===== config.mk =====
export PLATFORM = sky130hd
export DESIGN_NAME = vec_pair_writer
export DESIGN_NICKNAME = d
export VERILOG_FILES = /design/src/rtl/vec_pair_writer.sv
export SDC_FILE = /design/constraint.sdc
export NUM_CORES = 1
export LEC_CHECK = 0
export BUFFER_PORTS_ARGS = -buffer_cell sky130_fd_sc_hd__buf_4
export CORE_MARGIN = 5
export CORE_UTILIZATION = 36
export CTS_CLUSTER_SIZE = 25
export DETAILED_ROUTE_END_ITERATION = 7
export GPL_TIMING_DRIVEN = 0
export SETUP_SLACK_MARGIN = 0.2
export SYNTH_ARGS = -nofsm -noshare
export SYNTH_HDL_FRONTEND = slang
export SYNTH_SLANG_ARGS = --single-unit

===== constraint.sdc =====
create_clock -name clk -period 2.15 [get_ports clk]
set_clock_uncertainty 0.1 [all_clocks]
set_input_delay 0.215 -clock clk [delete_from_list [all_inputs] [get_ports clk]]
set_output_delay 0.215 -clock clk [all_outputs]
set_load 0.005 [all_outputs]

===== src/rtl/vec_pair_writer.sv =====
// vec_pair_writer: accepts a valid/ready stream of (A, B) element pairs and writes
// each pair at the same sequential address into the mem1/mem2 write ports. One
// start command loads one image of DEPTH words, then pulses loading_done.
module vec_pair_writer #(
    parameter int unsigned DATA_WIDTH   = 8,
    parameter int unsigned VECTOR_WIDTH = 4,
    parameter int unsigned DEPTH        = VECTOR_WIDTH * DATA_WIDTH,
    parameter int unsigned ADDR_WIDTH   = 5
) (
    input  logic                  clk,
    input  logic                  rst_n,
    input  logic                  start_loading,
    input  logic                  s_valid,
    output logic                  s_ready,
    input  logic [DATA_WIDTH-1:0] s_data_a,
    input  logic [DATA_WIDTH-1:0] s_data_b,
    input  logic                  s_last,
    output logic                  wr_en_mem1,
    output logic                  wr_en_mem2,
    output logic [ADDR_WIDTH-1:0] wr_addr_mem1,
    output logic [ADDR_WIDTH-1:0] wr_addr_mem2,
    output logic [DATA_WIDTH-1:0] wr_data_mem1,
    output logic [DATA_WIDTH-1:0] wr_data_mem2,
    output logic                  busy,
    output logic                  loading_done,
    output logic                  short_err,
    output logic [2:0]            element_count,
    output logic [ADDR_WIDTH:0]   words_written
);

    localparam logic [1:0] StIdle = 2'd0;
    localparam logic [1:0] StLoad = 2'd1;
    localparam logic [1:0] StDone = 2'd2;

    localparam logic [ADDR_WIDTH-1:0] LastAddr = ADDR_WIDTH'(DEPTH - 1);
    localparam logic [2:0]            LastElem = 3'(VECTOR_WIDTH - 1);

    logic [1:0]            state_q, state_d;
    logic [ADDR_WIDTH-1:0] addr_q, addr_d;          // address of the next accepted pair
    logic [2:0]            elem_q, elem_d;          // vector index of the next accepted pair
    logic                  wr_en_q, wr_en_d;
    logic [ADDR_WIDTH-1:0] wr_addr_q, wr_addr_d;
    logic [DATA_WIDTH-1:0] wr_data_a_q, wr_data_a_d;
    logic [DATA_WIDTH-1:0] wr_data_b_q, wr_data_b_d;
    logic [2:0]            elem_cnt_q, elem_cnt_d;
    logic [ADDR_WIDTH:0]   words_q, words_d;
    logic                  short_err_q, short_err_d;
    logic                  done_q, done_d;
    logic                  xfer;

    assign s_ready = (state_q == StLoad);
    assign busy    = (state_q != StIdle);
    assign xfer    = s_valid & s_ready;

    // Next-state logic: control FSM, address counter and registered write port
    always_comb begin
        state_d     = state_q;
        addr_d      = addr_q;
        elem_d      = elem_q;
        wr_en_d     = 1'b0;
        wr_addr_d   = wr_addr_q;
        wr_data_a_d = wr_data_a_q;
        wr_data_b_d = wr_data_b_q;
        elem_cnt_d  = elem_cnt_q;
        words_d     = words_q;
        short_err_d = short_err_q;
        done_d      = 1'b0;

        unique case (state_q)
            StIdle: begin
                addr_d     = '0;
                elem_d     = '0;
                elem_cnt_d = '0;
                // Status of the previous load stays visible until a new start is taken
                if (start_loading) begin
                    state_d     = StLoad;
                    words_d     = '0;
                    short_err_d = 1'b0;
                end
            end
            StLoad: begin
                if (xfer) begin
                    wr_en_d     = 1'b1;
                    wr_addr_d   = addr_q;
                    wr_data_a_d = s_data_a;
                    wr_data_b_d = s_data_b;
                    elem_cnt_d  = elem_q;
                    elem_d      = (elem_q == LastElem) ? 3'd0 : elem_q + 3'd1;
                    words_d     = words_q + 1'b1;
                    // A full image ends the load whatever s_last says
                    if (addr_q == LastAddr) begin
                        state_d = StDone;
                    end else if (s_last) begin
                        short_err_d = 1'b1;
                        state_d     = StDone;
                    end else begin
                        addr_d = addr_q + 1'b1;
                    end
                end
            end
            StDone: begin
                state_d = StIdle;
                done_d  = 1'b1;
            end
            default: begin
                state_d = StIdle;
            end
        endcase
    end

    // State registers; asynchronous reset drops any write in flight
    always_ff @(posedge clk or negedge rst_n) begin
        if (!rst_n) begin
            state_q     <= StIdle;
            addr_q      <= '0;
            elem_q      <= '0;
            wr_en_q     <= 1'b0;
            wr_addr_q   <= '0;
            wr_data_a_q <= '0;
            wr_data_b_q <= '0;
            elem_cnt_q  <= '0;
            words_q     <= '0;
            short_err_q <= 1'b0;
            done_q      <= 1'b0;
        end else begin
            state_q     <= state_d;
            addr_q      <= addr_d;
            elem_q      <= elem_d;
            wr_en_q     <= wr_en_d;
            wr_addr_q   <= wr_addr_d;
            wr_data_a_q <= wr_data_a_d;
            wr_data_b_q <= wr_data_b_d;
            elem_cnt_q  <= elem_cnt_d;
            words_q     <= words_d;
            short_err_q <= short_err_d;
            done_q      <= done_d;
        end
    end

    assign wr_en_mem1    = wr_en_q;
    assign wr_en_mem2    = wr_en_q;
    assign wr_addr_mem1  = wr_addr_q;
    assign wr_addr_mem2  = wr_addr_q;
    assign wr_data_mem1  = wr_data_a_q;
    assign wr_data_mem2  = wr_data_b_q;
    assign element_count = elem_cnt_q;
    assign words_written = words_q;
    assign short_err     = short_err_q;
    assign loading_done  = done_q;

endmodule


==> Word-level counts from Yosys, hierarchy flattened <==
Cells that the tools add are included.
{ "word_totals": {"reg_bits": 43, "inputBits": 21, "elab_cells": 59, "out_inout_bits": 41} }
{ "op_classes": {"n_bitwise": 1, "eq_ne": 10, "reduce_logical": 9, "add_sub_neg": 3, "mux": 25} }
{ "op_table": {"columns": ["op", "n"], "rows": [
  ["5-bit 2-to-1 mux", 3],
  ["6-bit 2-to-1 mux", 2],
  ["3-bit one-hot mux with 2 select lines", 2],
  ["6-bit one-hot mux with 2 select lines", 1],
  ["5-bit one-hot mux with 2 select lines", 1],
  ["3-bit 2-to-1 mux", 3],
  ["2-bit 2-to-1 mux", 4],
  ["1-bit 2-to-1 mux", 7],
  ["6-bit by 1-bit adder with 6-bit output, second input constant", 1],
  ["2-bit inequality test, second input constant", 3],
  ["3-bit AND reduction", 2],
  ["5-bit by 1-bit adder with 5-bit output, second input constant", 1],
  ["5-bit equality test, second input constant", 1],
  ["5-bit AND reduction", 1],
  ["2-bit by 1-bit inequality test with 1-bit output, second input constant", 2],
  ["2-bit one-hot mux with 2 select lines", 1],
  ["2-bit AND reduction", 2],
  ["4-bit AND reduction", 1],
  ["2-bit nonzero test", 2],
  ["3-bit by 1-bit adder with 3-bit output, second input constant", 1],
  ["3-bit by 2-bit equality test with 1-bit output, second input constant", 1],
  ["3-bit by 1-bit inequality test with 1-bit output, second input constant", 1],
  ["2-bit by 1-bit equality test with 1-bit output, second input constant", 1],
  ["2-bit equality test, second input constant", 1],
  ["other kinds (3)", 3]
]} }

==> Depth between registers and ports, before layout <==
{ "logic_depth": {"word_depth": 5, "mapped_depth": 6, "ltp_nobuf": 6} }

==> Least setup slack after synthesis <==
No wires, ideal clock.
{ "synth_timing": {"path_kind": "register to register", "start": "register addr_q[0]", "end": "register addr_q[0]", "slack_ns": 0.215, "setup_time_ns": 0.121, "arrival_time_ns": 1.714, "path_stages_with_launch": 7, "synth_period_minus_slack_ns": 1.935, "t_required_ns": 1.929, "n_path_buf": 0, "path_cell_list": "dfrtp_1 ha_1 and3_1 ha_1 nor4b_2 nor2_1 a22o_1"} }
{ "synth_via": {"elab_chain_cells": 5, "word_cells_on_any_way": 8, "cone_classes": "add/sub: 1; eq/ne: 2; mux: 4; reduce/logical: 1"} }
{ "synth_rtl": {"columns": ["item", "line", "text"], "rows": [
  ["start: declaration", "39", "logic [ADDR_WIDTH-1:0] addr_q, addr_d;"],
  ["start signal: assignment", "127", "addr_q <= addr_d;"],
  ["5-bit by 1-bit adder with 5-bit output", "97", "addr_d = addr_q + 1'b1;"],
  ["5-bit 2-to-1 mux", "93", "end else if (s_last) begin"],
  ["5-bit 2-to-1 mux", "91", "if (addr_q == LastAddr) begin"],
  ["5-bit 2-to-1 mux", "82", "if (xfer) begin"],
  ["5-bit one-hot mux with 2 select lines", "69", "unique case (state_q)"]
]} }
Several ways; a longest one is shown, not always the timed one. The select of a mux whose other input is x is not followed.
A chain may end at the register's enable or synchronous reset.

==> Worst setup path in the final report <==
{ "layout_timing": {"start": "register addr_q[1]", "end": "register addr_q[0]"} }
{ "layout_via": {"elab_chain_cells": 3} }
{ "layout_rtl": {"columns": ["item", "line"], "rows": [
  ["5-bit equality test", "91"],
  ["2-bit inequality test (no line)", null],
  ["4-bit AND reduction (no line)", null]
]} }
Every way passes these cells.

==> flow_metrics.py <==
metrics = {
    "run_status": {
        "status": "finished, final reports clean",
    },
    "setup_path": {
        "r2r_start": "addr_q[1]",
        "worstSetupStartpointType": "flip-flop",
        "reg2regPathDepth": 6,
        "cp.required_ns": 2.23,
        "r2r_end": "addr_q[0]",
        "path_max_fanout": 5,
        "cp-end-kind": "flip-flop",
        "path_class": "flip-flop to flip-flop",
        "reg2reg_setup_slack_ns": 0.27,
        "worst_ep_arrival_time_ns": 1.96,
    },
    "die": {
        "die_area_sq_um": 6620,
        "die_y_microns": 81.4,
        "io_pins": 62,
        "design.core.area_sq_um": 5010,
        "start_util_pct": 36.6,
        "die_w_microns": 81.4,
        "rows": 26,
    },
    "cts": {
        "cts_tree": "done",
        "cts.path.max_buffers": 2,
        "htreeDepth": 2,
        "clockRootBuffer": "clkbuf_8",
        "cts_made_buffers": 5,
        "clock_latency_ns": 0.29,
        "clk_pin_slew_ns": 0.07,
        "cts.sinks": 43,
    },
    "power": {
        "vdd_drop_max_uv": 504,
        "power_w": 0.00272,
        "leakagePower_nw": 1.38,
        "powerDensity_nw_per_um2": 1080,
    },
    "synthesis": {
        "post-synth-top-area-fraction_pct": 58.7,
        "synth.most_common_cell": "nand2_1",
        "synth.largest_area_cell": "dfrtp_1",
        "ys_top_cells_by_count": "78 x nand2_1, 43 x dfrtp_1, 8 x nand3_1, 8 x o21ai_0",
        "synthesis.area_sq_um": 1830,
        "synth-async-reset-ratio_pct": 100,
        "synth_edf_count": 0,
        "synth_cell_types": 32,
        "synthFlopType": "dfrtp_1",
        "ys_ff_latch": 43,
        "synthCells": 191,
        "syn_area_per_cell_sq_um": 9.60,
        "synth_top_cells_by_area": "dfrtp_1 59%, nand2_1 16%, ha_1 2.7%, buf_4 2.5%, nand3_1 2.2%",
        "synthesis.nets": 216,
        "yosysSeqAreaShare_pct": 58.7,
        "yosysWarnings": 0,
    },
    "sta": {
        "max_freq_mhz": 533,
        "setup_ws_ns": 0.273,
        "layout_worst_path_cycle_share_pct": 87.3,
        "rsz0062_at_grt": "no",
        "slew_headroom_pct": 64.7,
        "tightest_slew_ns": 0.529,
        "slew_violations": 0,
        "setup-violations-final": 0,
        "fin_hold_ws_ns": 0.0151,
        "period_minus_slack_ns": 1.88,
        "hold_violations": 0,
    },
    "global_routing": {
        "first_global_vias": 1449,
        "grt_max_degree": 44,
        "grt_pass1_wl_microns": 6650,
        "grt_use_total_pct": 13.1,
        "grt-ovfl-total": 0,
        "antenna_found_initial": 0,
    },
    "final_layout": {
        "antennaDiodeCount": 0,
        "drive_gt1_share_pct": 34.2,
        "final_nets": 289,
        "area_growth_syn_to_layout_pct": 37.8,
        "finalCoreUtilization_pct": 50.4,
    },
    "drt": {
        "dr.pass1.iters": 4,
        "ant_nets": 0,
        "wirelength_microns": 4130,
        "first_iter_violations": 68,
        "post-route-drc-count": 0,
        "num_vias": 1480,
        "via_per_inst": 4.44,
        "wl_per_cell_microns": 12.4,
    },
    "placed_design": {
        "dpl.hpwl_microns": 2840,
        "pre_cts_ws_ns": -0.000629,
        "io_buffers": 61,
        "gp_congestion": 0.743,
    },
    "hold_path": {
        "timing.hold.worst_endpoint": "wr_data_mem1[0]",
        "min_path_type": "input port to flip-flop",
        "min_delay_path_depth": 3,
        "hp-start": "s_data_a[0]",
    },
    "job": {
        "maxCapViolCount": 0,
    },
}
## cell type report
cell class / count / area [sq um]
buffer: 11 / 68.8
sequential: 43 / 1080
tap: 70 / 87.6
timing repair buffer: 66 / 498
clock buffer: 6 / 72.6
fill: 504 / 2480
inverter: 6 / 23.8
multi-input combinational: 131 / 699
## how the worst max path moves through the flow
stage | start | end | slack, ns | cells after the start
global placement | addr_q[0] | addr_q[0] | 0.02 | 6
floorplan | addr_q[0] | addr_q[0] | 0.21 | 6
global route | addr_q[1] | addr_q[0] | 0.19 | 6
finish | addr_q[1] | addr_q[0] | 0.27 | 6
CTS | addr_q[0] | addr_q[0] | 0.22 | 6
detailed placement | addr_q[0] | addr_q[0] | -0.0006 | 6
## kinds of logic after synthesis
family	count (synthesis)	synth area share, %
compound gates	15	5.05
xor+xnor	1	0.478
fa+ha+maj	4	2.73
buf+inv	17	4.98
flops	43	58.7
mux	3	1.64
simple gates	108	26.4
## flip-flops by register name, indices dropped and copies added, names as in the netlist
signal         cells
short_err          1
wr_data_mem1       8
wr_data_mem2       8
element_count      3
words_written      6
addr_q             5
elem_q             3
loading_done       1
wr_addr_mem1       5
wr_en_mem1         1
state_q            2
## power by group
group	internal, W	switching (W)	total (W)
sequential	0.00105	0.000179	0.00123
clock	0.000217	0.000249	0.000465
combinational	0.000528	0.000493	0.00102
total	0.00180	0.000921	0.00272
## cell usage in the layout (no fill, tap or decap), drive strengths merged, types with 2 or more instances in the layout
cell type	Yosys	routed
nand2	78	78
mux2i	3	3
nor3	2	2
ha	4	4
nor2	6	6
o21ai	8	8
buf	10	75
nor2b	2	2
nand3	8	8
clkbuf	1	7
dfrtp	43	43
a21oi	2	2
and3	3	3
inv	5	5
## per-layer routing
metal | wire length (microns) | track usage [%] | vias up
met5 | 0 | 0 | -
met4 | 57 | 5.57 | 0
met3 | 298 | 3.22 | 4
met2 | 1950 | 22.0 | 47
met1 | 1830 | 15.9 | 672
li1 | - | - | 757
## stage by stage
stage                     cells   TNS [ns]  instance area [sq um]
after global placement      322          0                   2380
after global routing        333          0                   2530
final                       333          0                   2530
after CTS                   330          0                   2480
after floorplan             191          0                   1830
after detailed placement    322  -0.000629                   2380
## critical path, cell delays in order (launching register included)
cell,delay (ns)
dfrtp_1,0.41
ha_2,0.20
and3_4,0.17
ha_4,0.18
nor4b_4,0.36
nor2_2,0.11
a22o_1,0.24
## repair_timing
item                       CTS  global route
setup buffers                1             3
hold buffers                 1             0
gates cloned                 0             0
setup endpoints to repair    6             7
resized for setup            3             5
hold endpoints to repair    43             0
pin swaps                    1             2
Power figures use the tool's default switching activity.
